`src/rtl/axi_lite_pkg.sv`:
```
// rtl/axi_lite_pkg.sv - response codes and FSM encodings for the AXI4-Lite slave bridge
package axi_lite_pkg;

  localparam logic [1:0] RESP_OKAY   = 2'b00;
  localparam logic [1:0] RESP_SLVERR = 2'b10;

  localparam logic [1:0] W_IDLE = 2'd0;
  localparam logic [1:0] W_MEM  = 2'd1;
  localparam logic [1:0] W_RESP = 2'd2;

  localparam logic [0:0] R_IDLE = 1'b0;
  localparam logic [0:0] R_MEM  = 1'b1;

  function automatic logic [1:0] resp_of(input logic err);
    return err ? RESP_SLVERR : RESP_OKAY;
  endfunction

endpackage

```
`src/rtl/axil_resp_fifo.sv`:
```
// rtl/axil_resp_fifo.sv - synchronous read-response FIFO, power-of-two depth
module axil_resp_fifo #(
  parameter int WIDTH = 66,
  parameter int DEPTH = 2,
  localparam int PTR_W = $clog2(DEPTH),
  localparam int CNT_W = $clog2(DEPTH) + 1
) (
  input  logic             i_clk,
  input  logic             i_resetn,
  input  logic             i_push,
  input  logic [WIDTH-1:0] i_din,
  input  logic             i_pop,
  output logic [WIDTH-1:0] o_dout,
  output logic             o_full,
  output logic             o_empty,
  output logic [CNT_W-1:0] o_count
);

  localparam logic [CNT_W-1:0] DEPTH_C = CNT_W'(DEPTH);

  logic [WIDTH-1:0] r_mem [DEPTH];
  logic [PTR_W-1:0] r_wr_ptr;
  logic [PTR_W-1:0] r_rd_ptr;
  logic [CNT_W-1:0] r_count;
  logic             w_do_push;
  logic             w_do_pop;

  assign o_full    = (r_count == DEPTH_C);
  assign o_empty   = (r_count == '0);
  assign o_count   = r_count;
  assign o_dout    = r_mem[r_rd_ptr];
  assign w_do_push = i_push && !o_full;
  assign w_do_pop  = i_pop && !o_empty;

  // Pointers wrap naturally because DEPTH is a power of two.
  always_ff @(posedge i_clk) begin
    if (!i_resetn) begin
      r_wr_ptr <= '0;
      r_rd_ptr <= '0;
      r_count  <= '0;
      for (int i = 0; i < DEPTH; i++) begin
        r_mem[i] <= '0;
      end
    end else begin
      if (w_do_push) begin
        r_mem[r_wr_ptr] <= i_din;
        r_wr_ptr        <= r_wr_ptr + PTR_W'(1);
      end
      if (w_do_pop) begin
        r_rd_ptr <= r_rd_ptr + PTR_W'(1);
      end
      case ({w_do_push, w_do_pop})
        2'b10:   r_count <= r_count + CNT_W'(1);
        2'b01:   r_count <= r_count - CNT_W'(1);
        default: r_count <= r_count;
      endcase
    end
  end

endmodule

```
`src/rtl/axi_lite_slave_bridge.sv`:
```
// rtl/axi_lite_slave_bridge.sv - AXI4-Lite slave to req/ack memory bridge with buffered read responses
module axi_lite_slave_bridge
  import axi_lite_pkg::*;
#(
  parameter int ADDR_W   = 64,
  parameter int DATA_W   = 64,
  parameter int STRB_W   = DATA_W / 8,
  parameter int RD_DEPTH = 2
) (
  input  logic              ACLK,
  input  logic              ARESETn,
  input  logic              AWVALID,
  output logic              AWREADY,
  input  logic [ADDR_W-1:0] AWADDR,
  input  logic [2:0]        AWPROT,
  input  logic              WVALID,
  output logic              WREADY,
  input  logic [DATA_W-1:0] WDATA,
  input  logic [STRB_W-1:0] WSTRB,
  output logic              BVALID,
  input  logic              BREADY,
  output logic [1:0]        BRESP,
  input  logic              ARVALID,
  output logic              ARREADY,
  input  logic [ADDR_W-1:0] ARADDR,
  input  logic [2:0]        ARPROT,
  output logic              RVALID,
  input  logic              RREADY,
  output logic [DATA_W-1:0] RDATA,
  output logic [1:0]        RRESP,
  output logic              mem_wr_req,
  output logic [ADDR_W-1:0] mem_wr_addr,
  output logic [DATA_W-1:0] mem_wr_data,
  output logic [STRB_W-1:0] mem_wr_strb,
  input  logic              mem_wr_ack,
  input  logic              mem_wr_err,
  output logic              mem_rd_req,
  output logic [ADDR_W-1:0] mem_rd_addr,
  input  logic              mem_rd_ack,
  input  logic              mem_rd_err,
  input  logic [DATA_W-1:0] mem_rd_data
);

  localparam int CNT_W = $clog2(RD_DEPTH) + 1;
  localparam logic [CNT_W-1:0] FIFO_DEPTH_C = CNT_W'(RD_DEPTH);

  logic [1:0]          r_wstate;
  logic                r_aw_held;
  logic                r_w_held;
  logic [ADDR_W-1:0]   r_wr_addr;
  logic [DATA_W-1:0]   r_wr_data;
  logic [STRB_W-1:0]   r_wr_strb;
  logic [1:0]          r_bresp;

  logic [0:0]          r_rstate;
  logic [ADDR_W-1:0]   r_rd_addr;

  logic                w_aw_hs;
  logic                w_w_hs;
  logic                w_ar_hs;
  logic                w_push;
  logic                w_pop;
  logic [DATA_W+1:0]   w_fifo_din;
  logic [DATA_W+1:0]   w_fifo_dout;
  logic                w_fifo_full;
  logic                w_fifo_empty;
  logic [CNT_W-1:0]    w_fifo_count;
  logic                w_unused;

  // READYs are masked by reset so they read 0 while ARESETn is held low.
  assign AWREADY = ARESETn && !r_aw_held && (r_wstate == W_IDLE);
  assign WREADY  = ARESETn && !r_w_held && (r_wstate == W_IDLE);
  assign ARREADY = ARESETn && (r_rstate == R_IDLE) && (w_fifo_count < FIFO_DEPTH_C);

  assign w_aw_hs = AWVALID && AWREADY;
  assign w_w_hs  = WVALID && WREADY;
  assign w_ar_hs = ARVALID && ARREADY;

  assign mem_wr_req  = (r_wstate == W_MEM);
  assign mem_wr_addr = r_wr_addr;
  assign mem_wr_data = r_wr_data;
  assign mem_wr_strb = r_wr_strb;
  assign BVALID      = (r_wstate == W_RESP);
  assign BRESP       = r_bresp;

  // A handshake in the current cycle counts as held so mem_wr_req follows the last of AW/W by one cycle.
  always_ff @(posedge ACLK) begin
    if (!ARESETn) begin
      r_wstate  <= W_IDLE;
      r_aw_held <= 1'b0;
      r_w_held  <= 1'b0;
      r_wr_addr <= '0;
      r_wr_data <= '0;
      r_wr_strb <= '0;
      r_bresp   <= RESP_OKAY;
    end else begin
      if (w_aw_hs) begin
        r_aw_held <= 1'b1;
        r_wr_addr <= AWADDR;
      end
      if (w_w_hs) begin
        r_w_held  <= 1'b1;
        r_wr_data <= WDATA;
        r_wr_strb <= WSTRB;
      end
      case (r_wstate)
        W_IDLE: begin
          if ((r_aw_held || w_aw_hs) && (r_w_held || w_w_hs)) begin
            r_wstate <= W_MEM;
          end
        end
        W_MEM: begin
          if (mem_wr_ack) begin
            r_wstate  <= W_RESP;
            r_bresp   <= resp_of(mem_wr_err);
            r_aw_held <= 1'b0;
            r_w_held  <= 1'b0;
          end
        end
        W_RESP: begin
          if (BREADY) begin
            r_wstate <= W_IDLE;
          end
        end
        default: r_wstate <= W_IDLE;
      endcase
    end
  end

  assign mem_rd_req  = (r_rstate == R_MEM);
  assign mem_rd_addr = r_rd_addr;
  assign w_push      = (r_rstate == R_MEM) && mem_rd_ack;
  assign w_pop       = RVALID && RREADY;
  assign w_fifo_din  = {resp_of(mem_rd_err), mem_rd_data};

  always_ff @(posedge ACLK) begin
    if (!ARESETn) begin
      r_rstate  <= R_IDLE;
      r_rd_addr <= '0;
    end else if (r_rstate == R_IDLE) begin
      if (w_ar_hs) begin
        r_rd_addr <= ARADDR;
        r_rstate  <= R_MEM;
      end
    end else if (mem_rd_ack) begin
      r_rstate <= R_IDLE;
    end
  end

  axil_resp_fifo #(
    .WIDTH (DATA_W + 2),
    .DEPTH (RD_DEPTH)
  ) u_resp_fifo (
    .i_clk    (ACLK),
    .i_resetn (ARESETn),
    .i_push   (w_push),
    .i_din    (w_fifo_din),
    .i_pop    (w_pop),
    .o_dout   (w_fifo_dout),
    .o_full   (w_fifo_full),
    .o_empty  (w_fifo_empty),
    .o_count  (w_fifo_count)
  );

  assign RVALID = !w_fifo_empty;
  assign RDATA  = w_fifo_dout[DATA_W-1:0];
  assign RRESP  = w_fifo_dout[DATA_W+1:DATA_W];

  assign w_unused = ^{AWPROT, ARPROT, w_fifo_full};

endmodule

```
`config.mk`:
```
export PLATFORM = sky130hd
export DESIGN_NAME = axi_lite_slave_bridge
export DESIGN_NICKNAME = d
export VERILOG_FILES = /design/src/rtl/axi_lite_pkg.sv /design/src/rtl/axil_resp_fifo.sv /design/src/rtl/axi_lite_slave_bridge.sv
export SDC_FILE = /design/constraint.sdc
export NUM_CORES = 1
export LEC_CHECK = 0
export BUFFER_PORTS_ARGS = -buffer_cell sky130_fd_sc_hd__buf_2
export CAP_MARGIN = 15
export CORE_AREA = 2 2 214 216
export CTS_BUF_LIST = sky130_fd_sc_hd__clkbuf_4 sky130_fd_sc_hd__clkbuf_8
export DETAILED_ROUTE_END_ITERATION = 10
export DIE_AREA = 0 0 216 218
export GPL_TIMING_DRIVEN = 0
export PLACE_DENSITY = 0.58
export SYNTH_ARGS = -nofsm -noshare
export SYNTH_HDL_FRONTEND = slang
export SYNTH_HIERARCHICAL = 1
export SYNTH_SLANG_ARGS = --single-unit
```
`constraint.sdc`:
```
create_clock -name ACLK -period 10.37 [get_ports ACLK]
set_clock_uncertainty 0.2 [all_clocks]
set_input_delay 1.5555 -clock ACLK [delete_from_list [all_inputs] [get_ports ACLK]]
set_output_delay 1.5555 -clock ACLK [all_outputs]
set_load 0.05 [all_outputs]
```
# [Word-level counts from Yosys, hierarchy flattened]
# Memory sizes are Yosys's and may differ from the RTL's. A register that Yosys moved wholly into a read port is not among the register bits.
# Index checks and enable logic that the tools add are counted.
[op_classes] add_sub_neg=4 n_reduce_logical=27 n_lt_le_gt_ge=1 bitwise=1 n_mux=25 n_eq_ne=8
[op_table] operator="$mux 66" n=1
[op_table] operator="$reduce_or 66->1" n=1
[op_table] operator="$mux 1" n=17
[op_table] operator="$logic_and 1x1->1" n=14
[op_table] operator="$mux 2" n=5
[op_table] operator="$eq 2x2->1 const B" n=3
[op_table] operator="$ne 2x1->1 const B" n=3
[op_table] operator="$pmux 2 s3" n=1
[op_table] operator="$eq 2x1->1 const B" n=2
[op_table] operator="$logic_not 1->1" n=4
[op_table] operator="$logic_not 2->1" n=2
[op_table] operator="$pmux 2 s2" n=1
[op_table] operator="$reduce_and 2->1" n=2
[op_table] operator="$reduce_and 3->1" n=1
[op_table] operator="$add 1x1->1 const B" n=2
[op_table] operator="$add 2x1->2 const B" n=1
[op_table] operator="$logic_or 1x1->1" n=2
[op_table] operator="$lt 2x2->1 const B" n=1
[op_table] operator="$reduce_bool 2->1" n=1
[op_table] operator="$sub 2x1->2 const B" n=1
[op_table] operator="$not 1->1" n=1
[word_totals] ram_bits=132 input_bits=281 memories=1 regBits=211 out_inout_bits=275 elab_cells=79
[memory_table] name="u_resp_fifo.r_mem" words=2 word_bits=66 read_ports=1 rd_clocked_by_memory_dff=1 write_ports=2 line="axil_resp_fifo.sv:21" rtl="logic [WIDTH-1:0] r_mem [DEPTH];"

# [Logic depth before layout (Yosys ltp)]
# Gate-level depths: netlist (run 1).
[depth] word_depth=8 mapped_depth=7

# [By module]
# The synthesis (run 1) kept the hierarchy.
[modules_own_cells] mod="axi_lite_slave_bridge" instances=1 area_per_inst_um2=7365.8 cells_per_inst=916
[modules_own_cells] mod="axil_resp_fifo" instances=1 area_per_inst_um2=5833.1 cells_per_inst=453

# [Worst setup path before layout (run 1)]
# Ideal clock, no wire load.
[synth_path] path_kind="input to output" start="in ARESETn" end="out ARREADY" required_time_ns=8.615 slack_ns=5.154 stages=4 t_arrival_ns=3.460 path_cell_list="clkbuf_1 -> clkbuf_1 -> clkbuf_1 -> nor3b_1"
[synth_via] elab_chain_len=2
[synth_rtl] item="start, declared" line="axi_lite_slave_bridge.sv:11" rtl="input logic ARESETn,"
[synth_rtl] item="$logic_and 1x1->1 (2 in series)" line="axi_lite_slave_bridge.sv:73" rtl="assign ARREADY = ARESETn && (r_rstate == R_IDLE) && (w_fifo_count < FIFO_DEPTH_C);"
[synth_rtl] item="end, declared" line="axi_lite_slave_bridge.sv:24" rtl="output logic ARREADY,"
# Every way passes these cells.

# [Worst setup path in the final report (run 1)]
# Same ends and word-level chain as after synthesis.

==> results.sh, run 1 <==
export IMPL_rsz0062_at_grt="false"
export IMPL_root_buffer_cell="sky130_fd_sc_hd__clkbuf_8"
export IMPL_synth_area_mm2=0.0132
export IMPL_clock_fmax_ghz=0.183
export IMPL_cp_class="primary input to primary output"
export IMPL_max_slew_margin=0.480
export IMPL_end_of_the_worst_register_to_register_path="u_resp_fifo/r_mem[1][23]"
export IMPL_vias_per_cell=4.65
export IMPL_initial_utilization=0.294
export IMPL_seqPwrFrac=0.450
export IMPL_finalWorstPathRequiredPeriod_ns=5.48
export IMPL_vdd_ir_drop_max_mv=0.116
export IMPL_destination_of_the_worst_hold_path="mem_wr_strb[0]"
export IMPL_n_fill_cell=4620
export IMPL_drive_above_1_share=0.369
export IMPL_cts_max_level=2
export IMPL_tns_ns=0
export IMPL_grt_busiest_layer="met2"
export IMPL_cts_max_path_buffers=3
export IMPL_timing_max_cap_violations=0
export IMPL_num_io_pins=556
export IMPL_fraction_of_the_yosys_area_taken_by_sequential_cells=0.620
export IMPL_crit_arrival_ns=3.72
export IMPL_placed_cells_incl_taps=2518
export IMPL_internal_power_consumption_w=0.00233
export IMPL_stdcell_count=2622
export IMPL_globalRouteMet3Util=0.0623
export IMPL_place_hpwl_um=35700
export IMPL_rows=78
export IMPL_layout_cells_most_common="sky130_fd_sc_hd__buf_2"
export IMPL_synth_cells=1369
export IMPL_post_cts_resized_instances=0
export IMPL_globalRouteMet1Util=0.232
export IMPL_hold_path_depth=2
export IMPL_routed_via_count=12193
export IMPL_layout_area_seq_mm2=0.00819
export IMPL_area_of_the_die_mm2=0.0471
export IMPL_setup_worst_path_end_class="primary output"
export IMPL_weighted_congestion_at_the_end_of_routability_driven_global_placement=0.931
export IMPL_pwr_share_clk=0.356
export IMPL_routed_wire_length_per_instance_um=18.0
export IMPL_wl_um=47100
export IMPL_timing_worst_slew_pin_value_ns=0.780
export IMPL_cell_depth_of_the_worst_flop_to_flop_path=6
export IMPL_final_cell_area_mm2=0.0179
export IMPL_pin_count_of_the_biggest_net_entering_global_routing=51
export IMPL_cts_buffers=58
export IMPL_cts_tree="built"
export IMPL_grt_overflow_total=0
export IMPL_mostFrequentLayoutCells="sky130_fd_sc_hd__buf_2 (564), sky130_fd_sc_hd__nand2_1 (335), sky130_fd_sc_hd__dfxtp_1 (211)"
export IMPL_grt_antenna_before_repair=7
export IMPL_timing_final_crit_share=0.528
export IMPL_track_usage=0.192
export IMPL_core_mm2=0.0449
export IMPL_postCtsHoldBufs=0
export IMPL_tritoncts_num_sinks=343
export IMPL_first_pass_grt_wire_length_um=70200
export IMPL_power_leakage_nw=7.84
export IMPL_total_power_w=0.00341
export IMPL_reg2reg_slack_ns=7.70
export IMPL_critPathRequiredTime_ns=8.61
export IMPL_pwr_density_cell_mw_per_mm2=190
export IMPL_hold_path_startpoint="mem_wr_strb[0]"
export IMPL_via_count_of_the_first_global_routing_pass=12215
export IMPL_numPortBuffers=546
export IMPL_comb_power_share=0.194
export IMPL_detail_route_iter0_violations=819
export IMPL_synth_distinct_cells=35
export IMPL_postSynthAreaPerCell_um2=9.64
export IMPL_die_h_um=218
export IMPL_drv_slew=0
export IMPL_placedInstanceArea_mm2=0.0168
export IMPL_finalNetCount=2260
export IMPL_swShare=0.319
export IMPL_flop_and_latch_count_out_of_synthesis=343
export IMPL_worst_r2r_startpoint="u_resp_fifo/o_count[1]"
export IMPL_status="finished clean"
export IMPL_drc_errors=0
export IMPL_synth_yosys_warnings=6
export IMPL_global_route_usage_met2=0.316
export IMPL_postCtsSetupBuffers=0
export IMPL_worst_path_max_fanout=10
export IMPL_worst_skew_pair_late_latency_ns=0.63
export IMPL_syn_to_final_growth_pct=35.8
export IMPL_die_w_um=216
export IMPL_multi_input_area_mm2=0.00452
export IMPL_total_switching_power_w=0.00109
export IMPL_timing_final_setup_violations=0
export IMPL_cts_clk_slew_worst_paths_ns=0.05
export IMPL_route_antenna_remaining_nets=0
export IMPL_min_delay_path_class="flip-flop to flip-flop"
export IMPL_finalHoldViolations=0
export IMPL_firstDrtPassIters=4
export IMPL_startpoint_type="primary input"
synthesized netlist by cell type:
cell                        instances  share of area
sky130_fd_sc_hd__nand3b_1           1        0.00057
sky130_fd_sc_hd__edfxtp_1         132           0.30
sky130_fd_sc_hd__nor4b_4            1         0.0018
sky130_fd_sc_hd__nand2b_1           1        0.00047
sky130_fd_sc_hd__xnor2_1            3         0.0020
sky130_fd_sc_hd__o21ai_0          130          0.049
sky130_fd_sc_hd__or2b_1             1        0.00057
sky130_fd_sc_hd__or3_1              2        0.00095
sky130_fd_sc_hd__ha_1               1        0.00095
sky130_fd_sc_hd__nor4b_1            1        0.00066
sky130_fd_sc_hd__mux2_2            66          0.056
sky130_fd_sc_hd__o211ai_1           1        0.00057
sky130_fd_sc_hd__nand4bb_1          1        0.00085
sky130_fd_sc_hd__mux2i_1            4         0.0030
sky130_fd_sc_hd__buf_2             18         0.0068
sky130_fd_sc_hd__buf_1              2        0.00057
sky130_fd_sc_hd__and4bb_1           1        0.00095
sky130_fd_sc_hd__a21boi_0           3         0.0017
sky130_fd_sc_hd__inv_2              1        0.00028
sky130_fd_sc_hd__dfxtp_1          211           0.32
sky130_fd_sc_hd__nor2_1           135          0.038
sky130_fd_sc_hd__conb_1             1        0.00028
sky130_fd_sc_hd__o21ba_2            1        0.00076
sky130_fd_sc_hd__nand2_1          337          0.096
sky130_fd_sc_hd__a31oi_1            1        0.00047
sky130_fd_sc_hd__o21ai_1           70          0.027
sky130_fd_sc_hd__inv_1              2        0.00057
sky130_fd_sc_hd__and2_1             4         0.0019
sky130_fd_sc_hd__o21a_1             2         0.0011
sky130_fd_sc_hd__buf_4              9         0.0051
sky130_fd_sc_hd__nor3b_1            1        0.00057
sky130_fd_sc_hd__nand3_1          134          0.051
sky130_fd_sc_hd__nor2b_1            7         0.0033
sky130_fd_sc_hd__clkbuf_1          81          0.023
sky130_fd_sc_hd__buf_6              3         0.0026
cell type report:
cell class	count	share of cell area
Inverter	3	0.000628
Tap cell	600	0.0419
Clock buffer	90	0.0621
Clock inverter	11	0.00293
Timing Repair Buffer	548	0.155
Sequential cell	343	0.457
Antenna cell	3	0.000419
Multi-Input combinational cell	911	0.252
Buffer	113	0.0281
routing by layer:
layer / wire length (um) / share of wire
met5: 58 / 0.0012
met2: 22300 / 0.47
met4: 1590 / 0.034
met1: 19000 / 0.40
met3: 4130 / 0.088
worst max-delay path, cell delays in order:
cell	delay (ns)
sky130_fd_sc_hd__clkbuf_1	0.39
sky130_fd_sc_hd__clkbuf_1	0.65
sky130_fd_sc_hd__clkbuf_1	0.56
sky130_fd_sc_hd__nor3b_1	0.25
sky130_fd_sc_hd__buf_2	0.31
state kept, by name, indices dropped and copies added (netlist names), named ones only:
signal and cells:
mem_wr_data 64, r_aw_held 1, r_wstate 2, mem_rd_addr 64, mem_rd_req 1, u_resp_fifo/r_wr_ptr 1, r_w_held 1, mem_wr_strb 8
u_resp_fifo/r_mem 132, mem_wr_addr 64, u_resp_fifo/o_count 2, u_resp_fifo/r_rd_ptr 1, BRESP 1
worst max path at each step:
stage | startpoint | end | slack (ns) | depth (start not counted)
6_report | ARESETn | ARREADY | 4.89 | 5
5_1_grt | ARESETn | ARREADY | 4.71 | 5
4_1_cts | ARESETn | ARREADY | 4.70 | 5
3_5_place_dp | ARESETn | ARREADY | 4.70 | 5
3_3_place_gp | mem_rd_ack | u_resp_fifo/r_mem[1][6] | 4.56 | 6
2_1_floorplan | ARESETn | ARREADY | 5.15 | 4
stage by stage:
stage,util,hold slack [ns],setup slack [ns]
after floorplan,-,0.262,5.15
after global placement,0.372,0.233,4.56
after detailed placement,0.373,0.240,4.70
after CTS,0.399,0.249,4.70
after global routing,0.399,0.260,4.71
final,0.399,0.247,4.89
cell families after synthesis:
kind of cell	after synthesis	synth area share
buf+inv	116	0.0390
simple gates	627	0.198
compound gates	208	0.0805
mux	70	0.0593
fa+ha+maj	1	0.000948
xor+xnor	3	0.00199
flops	343	0.620
other cells	1	0.000284
power by group through the flow:
stage          clock, W  sequential (W)  combinational, W
6_report        0.00122         0.00154          0.000663
5_1_grt         0.00131         0.00155          0.000702
4_1_cts         0.00125         0.00154          0.000668
3_5_place_dp          0         0.00156          0.000666
3_3_place_gp          0         0.00156          0.000659
2_1_floorplan         0         0.00180          0.000211
Power figures use the tool's default switching activity.
==> run 2: changes to the inputs <==
--- a/config.mk
+++ b/config.mk
@@ -12,7 +12,7 @@
 export DETAILED_ROUTE_END_ITERATION = 10
 export DIE_AREA = 0 0 216 218
 export GPL_TIMING_DRIVEN = 0
-export PLACE_DENSITY = 0.58
+export PLACE_DENSITY = 0.6
 export SYNTH_ARGS = -nofsm -noshare
 export SYNTH_HDL_FRONTEND = slang
 export SYNTH_HIERARCHICAL = 1
==> constraint.sdc (replaced) <==
create_clock -name ACLK -period 4.49 [get_ports ACLK]
set_clock_uncertainty 0.2 [all_clocks]
set_input_delay 0.6735 -clock ACLK [delete_from_list [all_inputs] [get_ports ACLK]]
set_output_delay 0.6735 -clock ACLK [all_outputs]
set_load 0.05 [all_outputs]
==> results.sh, run 2 (same netlist as run 1, synthesis figures left out) <==
export IMPL_crit_path_max_incr_delay_ns=0.61
export IMPL_cts_tree="built"
export IMPL_vdd_ir_drop_max_mv=0.276
export IMPL_destination_of_the_worst_hold_path="mem_rd_addr[47]"
export IMPL_detail_route_iter0_violations=725
export IMPL_grt_antenna_before_repair=6
export IMPL_timing_worst_slew_pin_value_ns=0.803
export IMPL_worst_r2r_startpoint="u_resp_fifo/o_count[1]"
export IMPL_max_slew_margin=0.464
export IMPL_total_power_w=0.00813
export IMPL_core_mm2=0.0449
export IMPL_timing_max_cap_violations=0
export IMPL_first_pass_grt_wire_length_um=70900
export IMPL_wl_um=47700
export IMPL_setup_worst_path_end_class="primary output"
export IMPL_reg2reg_slack_ns=1.74
export IMPL_initial_utilization=0.294
export IMPL_critPathRequiredTime_ns=3.62
export IMPL_seqPwrFrac=0.436
export IMPL_firstDrtPassIters=5
export IMPL_pwr_density_cell_mw_per_mm2=443
export IMPL_route_antenna_remaining_nets=0
export IMPL_root_buffer_cell="sky130_fd_sc_hd__clkbuf_8"
export IMPL_crit_arrival_ns=2.56
export IMPL_hold_path_startpoint="ARADDR[47]"
export IMPL_pwr_share_clk=0.372
export IMPL_final_cell_area_mm2=0.0184
export IMPL_total_switching_power_w=0.00255
export IMPL_power_leakage_nw=8.02
export IMPL_cts_max_level=2
export IMPL_largest_register_ff_count=132
export IMPL_status="finished clean"
export IMPL_cts_clk_slew_worst_paths_ns=0.06
export IMPL_die_h_um=218
export IMPL_rows=78
export IMPL_tritoncts_num_sinks=343
export IMPL_weighted_congestion_at_the_end_of_routability_driven_global_placement=0.997
export IMPL_cts_max_path_buffers=3
export IMPL_worst_skew_pair_late_latency_ns=0.61
export IMPL_numPortBuffers=546
export IMPL_startpoint_type="flip-flop"
export IMPL_vias_per_cell=4.66
export IMPL_mostFrequentLayoutCells="sky130_fd_sc_hd__buf_2 (564), sky130_fd_sc_hd__nand2_1 (335), sky130_fd_sc_hd__dfxtp_1 (211)"
export IMPL_timing_critical_path_slowest_stage_cell="sky130_fd_sc_hd__clkbuf_1"
export IMPL_cell_depth_of_the_worst_flop_to_flop_path=6
export IMPL_timing_final_setup_violations=0
export IMPL_finalNetCount=2292
export IMPL_num_io_pins=556
export IMPL_internal_power_consumption_w=0.00558
export IMPL_cp_class="flip-flop to primary output"
export IMPL_drc_errors=0
export IMPL_hold_path_depth=3
export IMPL_drive_above_1_share=0.366
export IMPL_track_usage=0.194
export IMPL_via_count_of_the_first_global_routing_pass=12208
export IMPL_area_of_the_die_mm2=0.0471
export IMPL_finalHoldViolations=0
export IMPL_pin_count_of_the_biggest_net_entering_global_routing=52
export IMPL_top_register_by_number_of_flip_flops="u_resp_fifo/r_mem"
export IMPL_syn_to_final_growth_pct=39.2
export IMPL_comb_power_share=0.192
export IMPL_die_w_um=216
export IMPL_min_delay_path_class="primary input to flip-flop"
export IMPL_swShare=0.313
export IMPL_cp_cell_sequence="clkbuf_1, buf_2, mux2_2, buf_2"
export IMPL_critical_path_top_cell_by_count="sky130_fd_sc_hd__buf_2"
export IMPL_clock_fmax_ghz=0.291
export IMPL_grt_overflow_total=0
export IMPL_rsz0062_at_grt="false"
export IMPL_routed_via_count=12402
export IMPL_drv_slew=0
export IMPL_timing_final_crit_share=0.765
export IMPL_placedInstanceArea_mm2=0.0168
export IMPL_place_hpwl_um=36500
export IMPL_finalWorstPathRequiredPeriod_ns=3.43
export IMPL_worst_path_max_fanout=10
export IMPL_routed_wire_length_per_instance_um=17.9
export IMPL_cts_buffers=58
export IMPL_layout_cells_most_common="sky130_fd_sc_hd__buf_2"
export IMPL_end_of_the_worst_register_to_register_path="u_resp_fifo/r_mem[1][22]"
## run 2: how the worst max path moves through the flow
stage               startpoint  depth (start not counted)  slack, ns                  endpoint
global placement    mem_rd_ack                          6      -0.49  u_resp_fifo/r_mem[1][13]
finish               flip-flop                          4       1.06                 RDATA[24]
global route         flip-flop                          4       0.92                  RDATA[8]
floorplan           mem_rd_req                          7       0.81   u_resp_fifo/r_mem[0][0]
CTS                  flip-flop                          4       0.98                 RDATA[24]
detailed placement     ARESETn                          5       1.07                   ARREADY
## run 2: area by class of cell
| type | count | area [um2] |
|---|---|---|
| Fill cell | 4573 | 26500 |
| Sequential cell | 343 | 8190 |
| Multi-Input combinational cell | 911 | 4520 |
| Timing Repair Buffer | 580 | 3110 |
| Clock buffer | 97 | 1170 |
| Tap cell | 600 | 751 |
| Buffer | 113 | 503 |
| Clock inverter | 11 | 109 |
| Inverter | 3 | 11.3 |
| Antenna cell | 4 | 10.0 |
## run 2: timing repair
item	CTS	global route
hold endpoints to repair	32	0
hold buffers	32	0
gates resized for setup	0	0
buffers inserted	0	0
endpoints found under the setup margin	0	0
## run 2: layer usage
metal | track usage | wire length [um] | up-vias
met1 | 0.231 | 19100 | 5885
met4 | 0.0776 | 1460 | 6
met2 | 0.326 | 23200 | 510
met5 | 0 | 38 | -
li1 | - | - | 5920
met3 | 0.0625 | 3910 | 81
## run 2: stage by stage
stage | setup TNS (ns) | hold slack [ns] | instances | util | setup slack (ns)
after floorplan | 0 | 0.262 | 1370 | - | 0.810
after detailed placement | 0 | 0.239 | 2518 | 0.373 | 1.07
after global placement | -58.08 | 0.235 | 2516 | 0.372 | -0.486
after global routing | 0 | 0.00798 | 2661 | 0.409 | 0.917
final | 0 | 0.0688 | 2662 | 0.409 | 1.06
after CTS | 0 | 0.0000902 | 2658 | 0.409 | 0.980
## run 2: power groups by stage
stage          combinational, W  sequential [W]  clock (W)
2_1_floorplan          0.000488         0.00415          0
3_3_place_gp            0.00152         0.00361          0
3_5_place_dp            0.00154         0.00361          0
4_1_cts                 0.00156         0.00355    0.00310
5_1_grt                 0.00164         0.00356    0.00325
6_report                0.00156         0.00355    0.00303
## run 2: critical path: cells and delay by family (launching register included)
| kind | cells | cell delay [ns] |
|---|---|---|
| flops | 1 | 0.34 |
| mux | 1 | 0.38 |
| buf+inv | 3 | 1.23 |
==> run 3: changes to the inputs <==
--- a/config.mk
+++ b/config.mk
@@ -12,7 +12,7 @@
 export DETAILED_ROUTE_END_ITERATION = 10
 export DIE_AREA = 0 0 216 218
 export GPL_TIMING_DRIVEN = 0
-export PLACE_DENSITY = 0.6
+export PLACE_DENSITY = 0.58
 export SYNTH_ARGS = -nofsm -noshare
 export SYNTH_HDL_FRONTEND = slang
 export SYNTH_HIERARCHICAL = 1
==> constraint.sdc (replaced) <==
create_clock -name ACLK -period 3.6 [get_ports ACLK]
set_clock_uncertainty 0.2 [all_clocks]
set_input_delay 0.54 -clock ACLK [delete_from_list [all_inputs] [get_ports ACLK]]
set_output_delay 0.54 -clock ACLK [all_outputs]
set_load 0.05 [all_outputs]
==> results.sh, run 3 (same netlist as run 1, synthesis figures left out) <==
export IMPL_status="finished clean"
export IMPL_drc_errors=0
export IMPL_global_route_usage_met2=0.346
export IMPL_initial_utilization=0.294
export IMPL_power_leakage_nw=9.01
export IMPL_cell_depth_of_the_worst_flop_to_flop_path=6
export IMPL_reg2reg_slack_ns=0.94
export IMPL_finalNetCount=2521
export IMPL_mostFrequentLayoutCells="sky130_fd_sc_hd__buf_2 (564), sky130_fd_sc_hd__nand2_1 (335), sky130_fd_sc_hd__dlygate4sd3_1 (262)"
export IMPL_grt_overflow_total=0
export IMPL_placed_cells_incl_taps=2518
export IMPL_max_slew_margin=0.499
export IMPL_worst_path_max_fanout=10
export IMPL_drv_slew=0
export IMPL_cp_class="flip-flop to primary output"
export IMPL_tritoncts_num_sinks=343
export IMPL_timing_worst_slew_pin_value_ns=0.751
export IMPL_weighted_congestion_at_the_end_of_routability_driven_global_placement=0.952
export IMPL_n_fill_cell=4286
export IMPL_routed_via_count=13333
export IMPL_cts_tree="built"
export IMPL_globalRouteMet1Util=0.240
export IMPL_hold_path_depth=3
export IMPL_destination_of_the_worst_hold_path="mem_wr_data[63]"
export IMPL_end_of_the_worst_register_to_register_path="u_resp_fifo/r_mem[1][21]"
export IMPL_startpoint_type="flip-flop"
export IMPL_stdcell_count=2890
export IMPL_critPathRequiredTime_ns=2.86
export IMPL_area_of_the_die_mm2=0.0471
export IMPL_cts_buffers=57
export IMPL_crit_arrival_ns=2.56
export IMPL_grt_antenna_before_repair=2
export IMPL_die_h_um=218
export IMPL_top_register_by_number_of_flip_flops="u_resp_fifo/r_mem"
export IMPL_globalRouteMet3Util=0.0563
export IMPL_drive_above_1_share=0.330
export IMPL_post_layout_util=0.461
export IMPL_first_pass_grt_wire_length_um=76200
export IMPL_finalWorstPathRequiredPeriod_ns=3.30
export IMPL_wl_um=49900
export IMPL_numPortBuffers=546
export IMPL_root_buffer_cell="sky130_fd_sc_hd__clkbuf_8"
export IMPL_worst_skew_pair_late_latency_ns=0.62
export IMPL_layout_area_seq_mm2=0.00819
export IMPL_die_w_um=216
export IMPL_place_hpwl_um=35400
export IMPL_rsz0062_at_grt="false"
export IMPL_route_antenna_remaining_nets=0
export IMPL_timing_final_setup_violations=0
export IMPL_timing_max_cap_violations=0
export IMPL_routed_wire_length_per_instance_um=17.3
export IMPL_pwr_density_cell_mw_per_mm2=505
export IMPL_core_mm2=0.0449
export IMPL_track_usage=0.206
export IMPL_firstDrtPassIters=5
export IMPL_grt_busiest_layer="met2"
export IMPL_vias_per_cell=4.61
export IMPL_pin_count_of_the_biggest_net_entering_global_routing=51
export IMPL_hold_path_startpoint="WDATA[63]"
export IMPL_rows=78
export IMPL_min_delay_path_class="primary input to flip-flop"
export IMPL_layout_cells_most_common="sky130_fd_sc_hd__buf_2"
export IMPL_worst_r2r_startpoint="u_resp_fifo/o_count[1]"
export IMPL_detail_route_iter0_violations=843
export IMPL_syn_to_final_growth_pct=56.9
export IMPL_timing_final_crit_share=0.918
export IMPL_cts_max_level=2
export IMPL_vdd_ir_drop_max_mv=0.362
export IMPL_cts_max_path_buffers=3
export IMPL_via_count_of_the_first_global_routing_pass=13794
export IMPL_setup_worst_path_end_class="primary output"
export IMPL_num_io_pins=556
export IMPL_largest_register_ff_count=132
export IMPL_finalHoldViolations=0
export IMPL_multi_input_area_mm2=0.00452
export IMPL_cts_clk_slew_worst_paths_ns=0.07
export IMPL_clock_fmax_ghz=0.303
-- run 3: cell count changes in the layout (fill, tap and decap cells not counted) --
cell                            before  now
sky130_fd_sc_hd__clkbuf_2            0    1
sky130_fd_sc_hd__dlygate4sd3_1      32  262
sky130_fd_sc_hd__clkinv_1            3    1
sky130_fd_sc_hd__clkinvlp_4          3    1
sky130_fd_sc_hd__clkbuf_4           26   22
sky130_fd_sc_hd__clkbuf_8           71   78
sky130_fd_sc_hd__clkbuf_1           81   80
sky130_fd_sc_hd__clkinv_2            3    2
-- run 3: routing by layer --
layer | share of wire | wire, um
met5 | 0 | 0
met4 | 0.045 | 2260
met3 | 0.081 | 4060
met2 | 0.48 | 23900
met1 | 0.39 | 19700
-- run 3: worst max path at each step --
stage	startpoint	to	cells past startpoint
CTS	flip-flop	RDATA[48]	4
global placement	mem_rd_ack	u_resp_fifo/r_mem[1][14]	6
finish	flip-flop	RDATA[48]	4
floorplan	mem_rd_req	u_resp_fifo/r_mem[1][0]	5
detailed placement	ARESETn	ARREADY	5
global route	flip-flop	RDATA[48]	4
-- run 3: cell type report --
cell class              instances  area share
diodes                          4    0.000483
plain buffers                 113      0.0243
clock buffers                 100      0.0598
clock inverters                 6     0.00393
inverters                       3    0.000544
multi-input cells             911       0.218
flip-flops and latches        343       0.395
well taps                     600      0.0362
repair buffers                810       0.261
-- run 3: power by group --
| group | switching, W | leakage [nW] | internal [W] | total [W] |
|---|---|---|---|---|
| logic | 0.00151 | 5.21 | 0.000641 | 0.00216 |
| registers | 0.000129 | 3.10 | 0.00430 | 0.00443 |
| clock network | 0.00159 | 0.700 | 0.00229 | 0.00388 |
-- run 3: metrics by stage --
step	hold slack, ns	TNS (ns)	power, W	area, um2	setup slack, ns
6_report	0.0535	0	0.0105	20700	0.295
5_1_grt	0.0111	0	0.0109	20700	0.172
4_1_cts	0.000217	0	0.0106	20700	0.184
3_5_place_dp	0.238	0	0.00641	16800	0.00945
3_3_place_gp	0.235	-82.22	0.00639	16700	-1.17
2_1_floorplan	0.262	0	0.00578	13200	0.218
-- run 3: critical path, stage by stage (launching register included) --
cell	delay, ns
sky130_fd_sc_hd__dfxtp_1	0.35
sky130_fd_sc_hd__clkbuf_1	0.58
sky130_fd_sc_hd__buf_2	0.40
sky130_fd_sc_hd__mux2_2	0.41
sky130_fd_sc_hd__buf_2	0.22
-- run 3: timing repair --
item,4_1_cts,5_1_grt
endpoints found under the hold margin,309,0
resized for setup,1,0
setup buffers,0,0
hold buffers,262,0
setup endpoints to repair,1,0
